[config.mk]
export PLATFORM = sky130hd
export DESIGN_NAME = branch_resolve_flat
export DESIGN_NICKNAME = d
export VERILOG_FILES = /design/src/rtl/branch_pkg.sv /design/src/rtl/branch_resolve_if.sv /design/src/rtl/branch_bht.sv /design/src/rtl/branch_resolve.sv /design/src/flat_wrapper.sv
export SDC_FILE = /design/constraint.sdc
export NUM_CORES = 1
export LEC_CHECK = 0
export CAP_MARGIN = 15
export CORE_MARGIN = 4
export CORE_UTILIZATION = 45
export CTS_CLUSTER_DIAMETER = 100
export DETAILED_ROUTE_END_ITERATION = 10
export PLACE_DENSITY = 0.81
export SETUP_SLACK_MARGIN = 0.3
export SYNTH_ARGS = -nofsm -noshare
export SYNTH_HDL_FRONTEND = slang
export SYNTH_SLANG_ARGS = --single-unit
[constraint.sdc]
create_clock -name clk -period 5.21 [get_ports clk]
set_input_delay 0.521 -clock clk [delete_from_list [all_inputs] [get_ports clk]]
set_output_delay 0.521 -clock clk [all_outputs]
set_load 0.05 [all_outputs]
[src/rtl/branch_pkg.sv]
// Shared definitions for the branch resolution stage.
// Contents:
//   br_op_e        - 3-bit compare op encoding (EQ, NE, LTZ, GEZ, GTZ, LEZ, LT, LTU)
//   BHT_*          - 2-bit saturating counter states
//   br_flags_t     - single-bit fields of the result register
//   BRANCH_DEFAULT - reset/idle value of those fields
//   br_compare     - selects the branch outcome from precomputed compare flags
//   bht_next       - saturating counter update
package branch_pkg;

  typedef enum logic [2:0] {
    BR_OP_EQ  = 3'd0,
    BR_OP_NE  = 3'd1,
    BR_OP_LTZ = 3'd2,
    BR_OP_GEZ = 3'd3,
    BR_OP_GTZ = 3'd4,
    BR_OP_LEZ = 3'd5,
    BR_OP_LT  = 3'd6,
    BR_OP_LTU = 3'd7
  } br_op_e;

  localparam logic [1:0] BHT_SNT = 2'b00;
  localparam logic [1:0] BHT_WNT = 2'b01;
  localparam logic [1:0] BHT_WT  = 2'b10;
  localparam logic [1:0] BHT_ST  = 2'b11;

  typedef struct packed {
    logic valid;
    logic taken;
    logic redirect;
  } br_flags_t;

  localparam br_flags_t BRANCH_DEFAULT = '{valid: 1'b0, taken: 1'b0, redirect: 1'b0};

  // The comparators are built in the caller at the operand width; this
  // function only picks the relevant flag, so it stays width-independent.
  function automatic logic br_compare(
    input br_op_e op,
    input logic   eq,
    input logic   rs_zero,
    input logic   rs_neg,
    input logic   lt_s,
    input logic   lt_u
  );
    logic taken;
    taken = 1'b0;
    case (op)
      BR_OP_EQ:  taken = eq;
      BR_OP_NE:  taken = !eq;
      BR_OP_LTZ: taken = rs_neg;
      BR_OP_GEZ: taken = !rs_neg;
      BR_OP_GTZ: taken = !rs_neg && !rs_zero;
      BR_OP_LEZ: taken = rs_neg || rs_zero;
      BR_OP_LT:  taken = lt_s;
      BR_OP_LTU: taken = lt_u;
      default:   taken = 1'b0;
    endcase
    return taken;
  endfunction

  function automatic logic [1:0] bht_next(input logic [1:0] state, input logic taken);
    logic [1:0] nxt;
    nxt = state;
    if (taken) begin
      if (state != BHT_ST) nxt = state + 2'd1;
    end else begin
      if (state != BHT_SNT) nxt = state - 2'd1;
    end
    return nxt;
  endfunction

endpackage

[src/rtl/branch_resolve_if.sv]
// Bus bundle between the ID stage / fetch (master) and branch_resolve (slave).
// Request:  br_valid_i, br_ready_o, br_op_i, rs_data_i, rt_data_i, pc_i,
//           offset_i, pred_taken_i
// Result:   res_valid_o, res_ready_i, res_taken_o, res_target_o, redirect_o
// Control:  flush_i
// Fetch:    fetch_pc_i, pred_taken_o
// Suffixes are from the stage's point of view (_i into branch_resolve).
interface branch_resolve_if #(
  parameter int DATA_W = 32,
  parameter int PC_W   = 32,
  parameter int OFF_W  = 16
);
  logic              br_valid_i;
  logic              br_ready_o;
  logic [2:0]        br_op_i;
  logic [DATA_W-1:0] rs_data_i;
  logic [DATA_W-1:0] rt_data_i;
  logic [PC_W-1:0]   pc_i;
  logic [OFF_W-1:0]  offset_i;
  logic              pred_taken_i;
  logic              res_valid_o;
  logic              res_ready_i;
  logic              res_taken_o;
  logic [PC_W-1:0]   res_target_o;
  logic              redirect_o;
  logic              flush_i;
  logic [PC_W-1:0]   fetch_pc_i;
  logic              pred_taken_o;

  modport master (
    output br_valid_i, br_op_i, rs_data_i, rt_data_i, pc_i, offset_i, pred_taken_i,
    output res_ready_i, flush_i, fetch_pc_i,
    input  br_ready_o, res_valid_o, res_taken_o, res_target_o, redirect_o, pred_taken_o
  );

  modport slave (
    input  br_valid_i, br_op_i, rs_data_i, rt_data_i, pc_i, offset_i, pred_taken_i,
    input  res_ready_i, flush_i, fetch_pc_i,
    output br_ready_o, res_valid_o, res_taken_o, res_target_o, redirect_o, pred_taken_o
  );
endinterface

[src/rtl/branch_bht.sv]
// Branch history table: ENTRIES 2-bit saturating counters.
// Ports:
//   clk, rst   - clock, asynchronous active-high reset (all entries -> BHT_WNT)
//   rd_idx     - async read index
//   rd_taken   - MSB of the addressed counter (predict taken)
//   wr_en      - apply one counter update this edge
//   wr_idx     - entry to update
//   wr_taken   - direction of the update (increment when 1)
// The read path has no write bypass: a same-cycle update is seen next cycle.
module branch_bht
  import branch_pkg::*;
#(
  parameter int ENTRIES = 16,
  parameter int IDX_W   = $clog2(ENTRIES)
) (
  input  logic             clk,
  input  logic             rst,
  input  logic [IDX_W-1:0] rd_idx,
  output logic             rd_taken,
  input  logic             wr_en,
  input  logic [IDX_W-1:0] wr_idx,
  input  logic             wr_taken
);

  logic [1:0] cnt_vec [ENTRIES];

  // Each counter is its own register so the whole table can be reset
  // asynchronously; this keeps it in fabric flops rather than block RAM.
  genvar gi;
  generate
    for (gi = 0; gi < ENTRIES; gi++) begin : gen_entry
      localparam logic [IDX_W-1:0] ENTRY_IDX = IDX_W'(gi);
      logic [1:0] cnt_reg;

      always_ff @(posedge clk or posedge rst) begin
        if (rst) begin
          cnt_reg <= BHT_WNT;
        end else if (wr_en && (wr_idx == ENTRY_IDX)) begin
          cnt_reg <= bht_next(cnt_reg, wr_taken);
        end
      end

      assign cnt_vec[gi] = cnt_reg;
    end
  endgenerate

  assign rd_taken = cnt_vec[rd_idx][1];

endmodule

[src/rtl/branch_resolve.sv]
// Branch resolution stage (ID/EX boundary).
// Evaluates the branch compare, forms taken and fall-through targets, and
// holds the result in a one-deep output register behind valid/ready.
// Ports:
//   clk, rst - clock, asynchronous active-high reset
//   bus      - branch_resolve_if.slave: request handshake, result handshake,
//              flush, and the fetch-side BHT prediction lookup
// Requires PC_W > OFF_W (offset is sign-extended into the PC width).
module branch_resolve
  import branch_pkg::*;
#(
  parameter int DATA_W      = 32,
  parameter int PC_W        = 32,
  parameter int OFF_W       = 16,
  parameter int BHT_ENTRIES = 16
) (
  input  logic                 clk,
  input  logic                 rst,
  branch_resolve_if.slave      bus
);

  localparam int IDX_W = $clog2(BHT_ENTRIES);

  // Compare flags at full operand width
  logic eq_flag, rs_zero_flag, rs_neg_flag, lt_s_flag, lt_u_flag;
  logic taken_comb;

  assign eq_flag      = (bus.rs_data_i == bus.rt_data_i);
  assign rs_zero_flag = (bus.rs_data_i == '0);
  assign rs_neg_flag  = bus.rs_data_i[DATA_W-1];
  assign lt_s_flag    = ($signed(bus.rs_data_i) < $signed(bus.rt_data_i));
  assign lt_u_flag    = (bus.rs_data_i < bus.rt_data_i);
  assign taken_comb   = br_compare(br_op_e'(bus.br_op_i), eq_flag, rs_zero_flag,
                                   rs_neg_flag, lt_s_flag, lt_u_flag);

  // Target arithmetic wraps modulo 2^PC_W
  logic [PC_W-1:0] off_bytes;
  logic [PC_W-1:0] fall_pc;
  logic [PC_W-1:0] taken_pc;

  assign off_bytes = {{(PC_W-OFF_W){bus.offset_i[OFF_W-1]}}, bus.offset_i} << 2;
  assign fall_pc   = bus.pc_i + PC_W'(4);
  assign taken_pc  = fall_pc + off_bytes;

  // Output register
  br_flags_t        flags_reg, flags_next;
  logic [PC_W-1:0]  target_reg, target_next;
  logic [IDX_W-1:0] idx_reg, idx_next;

  logic capture, accept;

  assign bus.br_ready_o = !flags_reg.valid || bus.res_ready_i;
  assign capture        = bus.br_valid_i && bus.br_ready_o && !bus.flush_i;
  assign accept         = flags_reg.valid && bus.res_ready_i && !bus.flush_i;

  always_comb begin
    flags_next  = flags_reg;
    target_next = target_reg;
    idx_next    = idx_reg;
    if (bus.flush_i) begin
      // Only the valid bit is dropped; the payload simply goes stale.
      flags_next.valid = 1'b0;
    end else if (capture) begin
      flags_next.valid    = 1'b1;
      flags_next.taken    = taken_comb;
      flags_next.redirect = (taken_comb != bus.pred_taken_i);
      target_next         = taken_comb ? taken_pc : fall_pc;
      idx_next            = bus.pc_i[IDX_W+1:2];
    end else if (accept) begin
      flags_next.valid = 1'b0;
    end
  end

  always_ff @(posedge clk or posedge rst) begin
    if (rst) begin
      flags_reg  <= BRANCH_DEFAULT;
      target_reg <= '0;
      idx_reg    <= '0;
    end else begin
      flags_reg  <= flags_next;
      target_reg <= target_next;
      idx_reg    <= idx_next;
    end
  end

  assign bus.res_valid_o  = flags_reg.valid;
  assign bus.res_taken_o  = flags_reg.taken;
  assign bus.redirect_o   = flags_reg.redirect;
  assign bus.res_target_o = target_reg;

  // The BHT learns from the result being retired, using the index latched
  // at capture, so a simultaneous capture cannot disturb the update.
  branch_bht #(
    .ENTRIES (BHT_ENTRIES),
    .IDX_W   (IDX_W)
  ) u_bht (
    .clk      (clk),
    .rst      (rst),
    .rd_idx   (bus.fetch_pc_i[IDX_W+1:2]),
    .rd_taken (bus.pred_taken_o),
    .wr_en    (accept),
    .wr_idx   (idx_reg),
    .wr_taken (flags_reg.taken)
  );

  // Only the index bits of the fetch PC select a BHT entry.
  logic fetch_pc_unused;
  assign fetch_pc_unused = &{1'b0, bus.fetch_pc_i};

endmodule

[src/flat_wrapper.sv]
// flat-port wrapper written by rule: the top's interface ports become plain ports
module branch_resolve_flat import branch_pkg::*;
#(
  parameter int DATA_W      = 32,
  parameter int PC_W        = 32,
  parameter int OFF_W       = 16,
  parameter int BHT_ENTRIES = 16
)
  (clk, rst, bus_br_valid_i, bus_br_op_i, bus_rs_data_i, bus_rt_data_i, bus_pc_i, bus_offset_i, bus_pred_taken_i, bus_res_ready_i, bus_flush_i, bus_fetch_pc_i, bus_br_ready_o, bus_res_valid_o, bus_res_taken_o, bus_res_target_o, bus_redirect_o, bus_pred_taken_o);
  branch_resolve_if #(.DATA_W(DATA_W), .PC_W(PC_W), .OFF_W(OFF_W)) bus_i ();
  input  logic clk;
  input  logic rst;
  input wire logic [$bits(bus_i.br_valid_i)-1:0] bus_br_valid_i;
  input wire logic [$bits(bus_i.br_op_i)-1:0] bus_br_op_i;
  input wire logic [$bits(bus_i.rs_data_i)-1:0] bus_rs_data_i;
  input wire logic [$bits(bus_i.rt_data_i)-1:0] bus_rt_data_i;
  input wire logic [$bits(bus_i.pc_i)-1:0] bus_pc_i;
  input wire logic [$bits(bus_i.offset_i)-1:0] bus_offset_i;
  input wire logic [$bits(bus_i.pred_taken_i)-1:0] bus_pred_taken_i;
  input wire logic [$bits(bus_i.res_ready_i)-1:0] bus_res_ready_i;
  input wire logic [$bits(bus_i.flush_i)-1:0] bus_flush_i;
  input wire logic [$bits(bus_i.fetch_pc_i)-1:0] bus_fetch_pc_i;
  output wire logic [$bits(bus_i.br_ready_o)-1:0] bus_br_ready_o;
  output wire logic [$bits(bus_i.res_valid_o)-1:0] bus_res_valid_o;
  output wire logic [$bits(bus_i.res_taken_o)-1:0] bus_res_taken_o;
  output wire logic [$bits(bus_i.res_target_o)-1:0] bus_res_target_o;
  output wire logic [$bits(bus_i.redirect_o)-1:0] bus_redirect_o;
  output wire logic [$bits(bus_i.pred_taken_o)-1:0] bus_pred_taken_o;
  assign bus_i.br_valid_i = bus_br_valid_i;
  assign bus_i.br_op_i = bus_br_op_i;
  assign bus_i.rs_data_i = bus_rs_data_i;
  assign bus_i.rt_data_i = bus_rt_data_i;
  assign bus_i.pc_i = bus_pc_i;
  assign bus_i.offset_i = bus_offset_i;
  assign bus_i.pred_taken_i = bus_pred_taken_i;
  assign bus_i.res_ready_i = bus_res_ready_i;
  assign bus_i.flush_i = bus_flush_i;
  assign bus_i.fetch_pc_i = bus_fetch_pc_i;
  assign bus_br_ready_o = bus_i.br_ready_o;
  assign bus_res_valid_o = bus_i.res_valid_o;
  assign bus_res_taken_o = bus_i.res_taken_o;
  assign bus_res_target_o = bus_i.res_target_o;
  assign bus_redirect_o = bus_i.redirect_o;
  assign bus_pred_taken_o = bus_i.pred_taken_o;
  branch_resolve #(.DATA_W(DATA_W), .PC_W(PC_W), .OFF_W(OFF_W), .BHT_ENTRIES(BHT_ENTRIES)) u_core (.clk(clk), .rst(rst), .bus(bus_i));
endmodule
==> flow_summary.ini <==
[global_route]
antenna_found_initial = 0
grt_max_degree = 47
first_global_vias = 6168
grt_pass1_wl_microns = 29570
grt_remaining_overflow = 0
grt_use_total = 0.2231

[final_layout]
post-route-cell-area_sq_um = 8404
layout_common_cells = clkdlybuf4s50_1 (161), nand2_1 (96), a21oi_1 (84), nor2_1 (75), ha_1 (62)
multiInputGateArea_sq_um = 4287
final_common_cell = clkdlybuf4s50_1
syn_to_final_growth_pct = 32.43
ff_latch_area_sq_um = 1797
layout-drive-gt1-share = 0.05340
fillers = 1203
n_antenna_cell = 0
nets = 1166
final_cells = 1135

[routing]
wl_per_cell_microns = 15.70
drtAntennaViolNets = 0
drt_wl_total_microns = 17820
drtIter0Drc = 325
firstDrtPassIters = 4
dr_total_vias = 6281
viasPerCell = 5.534
drc = 0

[synth]
synth_nets = 1011
netlist-cell-type-count = 62
synth_top_family_by_area = simple AND/OR/NAND/NOR gates
syn_area_sq_um = 6346
synth-simple-area-share = 0.2129
synthAdderAreaFrac = 0.1270
synth_top_area_cell = dfrtp_1
synth_top_area_share = 0.2169
ys_seq_elements = 71
synth-xor-area-share = 0.07591
synth-edff-count = 0
seq_area_frac_synth = 0.2831
synth-compound-area-share = 0.2123
synth_ff_type = dfrtp_1
async_flop_share = 1.000
yosysWarnings = 0
syn_avg_cell_area_sq_um = 7.982
synthTopCellsByArea = dfrtp_1 (22%), ha_1 (12%), a21oi_1 (6.6%)
synthCells = 795
synth_mux_area_frac = 0.04614

[power_and_ir_drop]
leakage_nw = 3.601
power_density_nw_per_um2 = 267.7
ir_drop_uv = 252.5

[clocking]
h-tree-depth = 3
cts_setup_buffers = 0
cts_hold_buf = 0
ctsResizeCount = 0
cts_num_sinks = 71
cts_buffers = 9
cts_buffer_depth = 2
cts_tree = done
worst_skew_pair.late_latency_ps = 340
cts-root-buf = clkbuf_16
clkTransAtPathRegs_ps = 50

[floorplan]
rows = 43
die_y_microns = 126.8
start_util = 0.4590
ios = 190
coreArea_sq_um = 13830
die-width_microns = 126.8
die-area_sq_um = 16070

[worst_setup_path]
critPathMaxFanout = 6
crit_buf_inv = 1
cpLargestDelayFamily = simple AND/OR/NAND/NOR gates
critPathArrivalTime_ps = 4570
critPathKind = primary input to register
slowest_delay_ps = 580
cp-end-kind = register
worstPathRequired_ps = 5370
slowest_stage = clkdlybuf4s50_1
cp_common_cell = and3_1
path_cells = clkdlybuf4s50_1 > and3_1 > and3_1 > nand4_1 > nor3_1 > nand2_1 > xnor2_1 > ha_1 > and3_1 > a221oi_1 > o21ai_0 > o41a_1 > and4_4 > a2111oi_4 > xnor2_1 > mux2i_1 > a21oi_1
startpoint_type = primary input

[placement]
placed_area_sq_um = 8127
hpwl_microns = 14160
numPortBuffers = 161
dp_cells = 1118
gp_congestion = 0.8686

[timing]
rsz0062_at_grt = false
worstMarginPinSlew_ps = 1177
final.setup.tns_ps = 0
skew_ps = 6.191
timing.final.crit_share = 0.8466
hold_viol_final = 0
relSlewSlack = 0.2121
fmax_mhz = 226.7
holdWs_ps = 478.3
setup_viol = 0
fin_crit_ps = 4411
slew_viol_final = 0

[hold_path]
hold_class = register to register

[run_status]
outcome = completed

[job]
max_cap_violations = 0
==> report_power, final <==
part	switching [W]	total, W	internal [W]
Combinational	0.000565	0.000958	0.000392
Clock	0.000228	0.000563	0.000335
Sequential	0.0000799	0.000729	0.000649
Total	0.000873	0.00225	0.00138
==> cell families (layout without fill, tap and decap cells) <==
group           Yosys count  count (layout)
compound gates          225             225
xor+xnor                 55              55
fa+ha+maj                64              64
buf+inv                  69             229
flops                    71              71
mux                      23              23
simple gates            288             288
==> stage by stage <==
step	worst slack [ps]	util	power, W
2_1_floorplan	1477	-	0.001343
5_1_grt	465.1	0.6078	0.002380
3_3_place_gp	553.7	0.5877	0.001670
3_5_place_dp	470.8	0.5877	0.001689
6_report	799.1	0.6078	0.002250
4_1_cts	818.0	0.6067	0.002259
==> synth_stat cells (all sizes together) (4+ instances only) <==
cell type,n
a21o,16
a21oi,84
a31oi,8
and3,15
buf,4
clkbuf,18
dfrtp,55
dfstp,16
ha,62
inv,47
mux2i,18
mux4,5
nand2,96
nand2b,4
nand3,31
nand3b,5
nand4,16
nor2,76
nor2b,7
nor3,15
nor4,7
o21ai,77
o21bai,5
o31ai,5
xnor2,38
xor2,17
==> tightest hold or removal path: stages, from the launching register on <==
cell and delay [ps]:
dfrtp_1 340, nand2_1 50, o21ai_0 60
==> metal layers <==
metal	up-vias	part of all wire	track usage
met4	0	0.025	0.06562
li1	3162	-	-
met1	2924	0.43	0.2830
met3	33	0.064	0.06442
met2	162	0.48	0.3702
met5	-	0	0
==> cell type report <==
class / instances / share of cell area
Timing Repair Buffer: 166 / 0.1971
Multi-Input combinational cell: 655 / 0.5100
Clock buffer: 15 / 0.03067
Inverter: 47 / 0.02099
Sequential cell: 71 / 0.2138
Tap cell: 180 / 0.02680
Clock inverter: 1 / 0.0005955
==> worst paths after layout <==
kind / endpoint / start / cells after the start / slack (ps)
max in group asynchronous: u_core.u_bht.gen_entry[10].cnt_reg[1] / rst / 3 / 3610
worst min register to register: u_core.bus.res_target_o[4] / u_core.bus.res_target_o[4] / 2 / 480
worst max-delay path: u_core.bus.res_target_o[28] / bus_pc_i[5] / 17 / 800
worst max register to register: u_core.u_bht.gen_entry[13].cnt_reg[0] / u_core.bus.res_taken_o / 3 / 2920
worst min-delay path: u_core.bus.res_target_o[4] / u_core.bus.res_target_o[4] / 2 / 480
min in group asynchronous: u_core.bus.res_target_o[6] / rst / 2 / 570
Power figures use the tool's default switching activity.
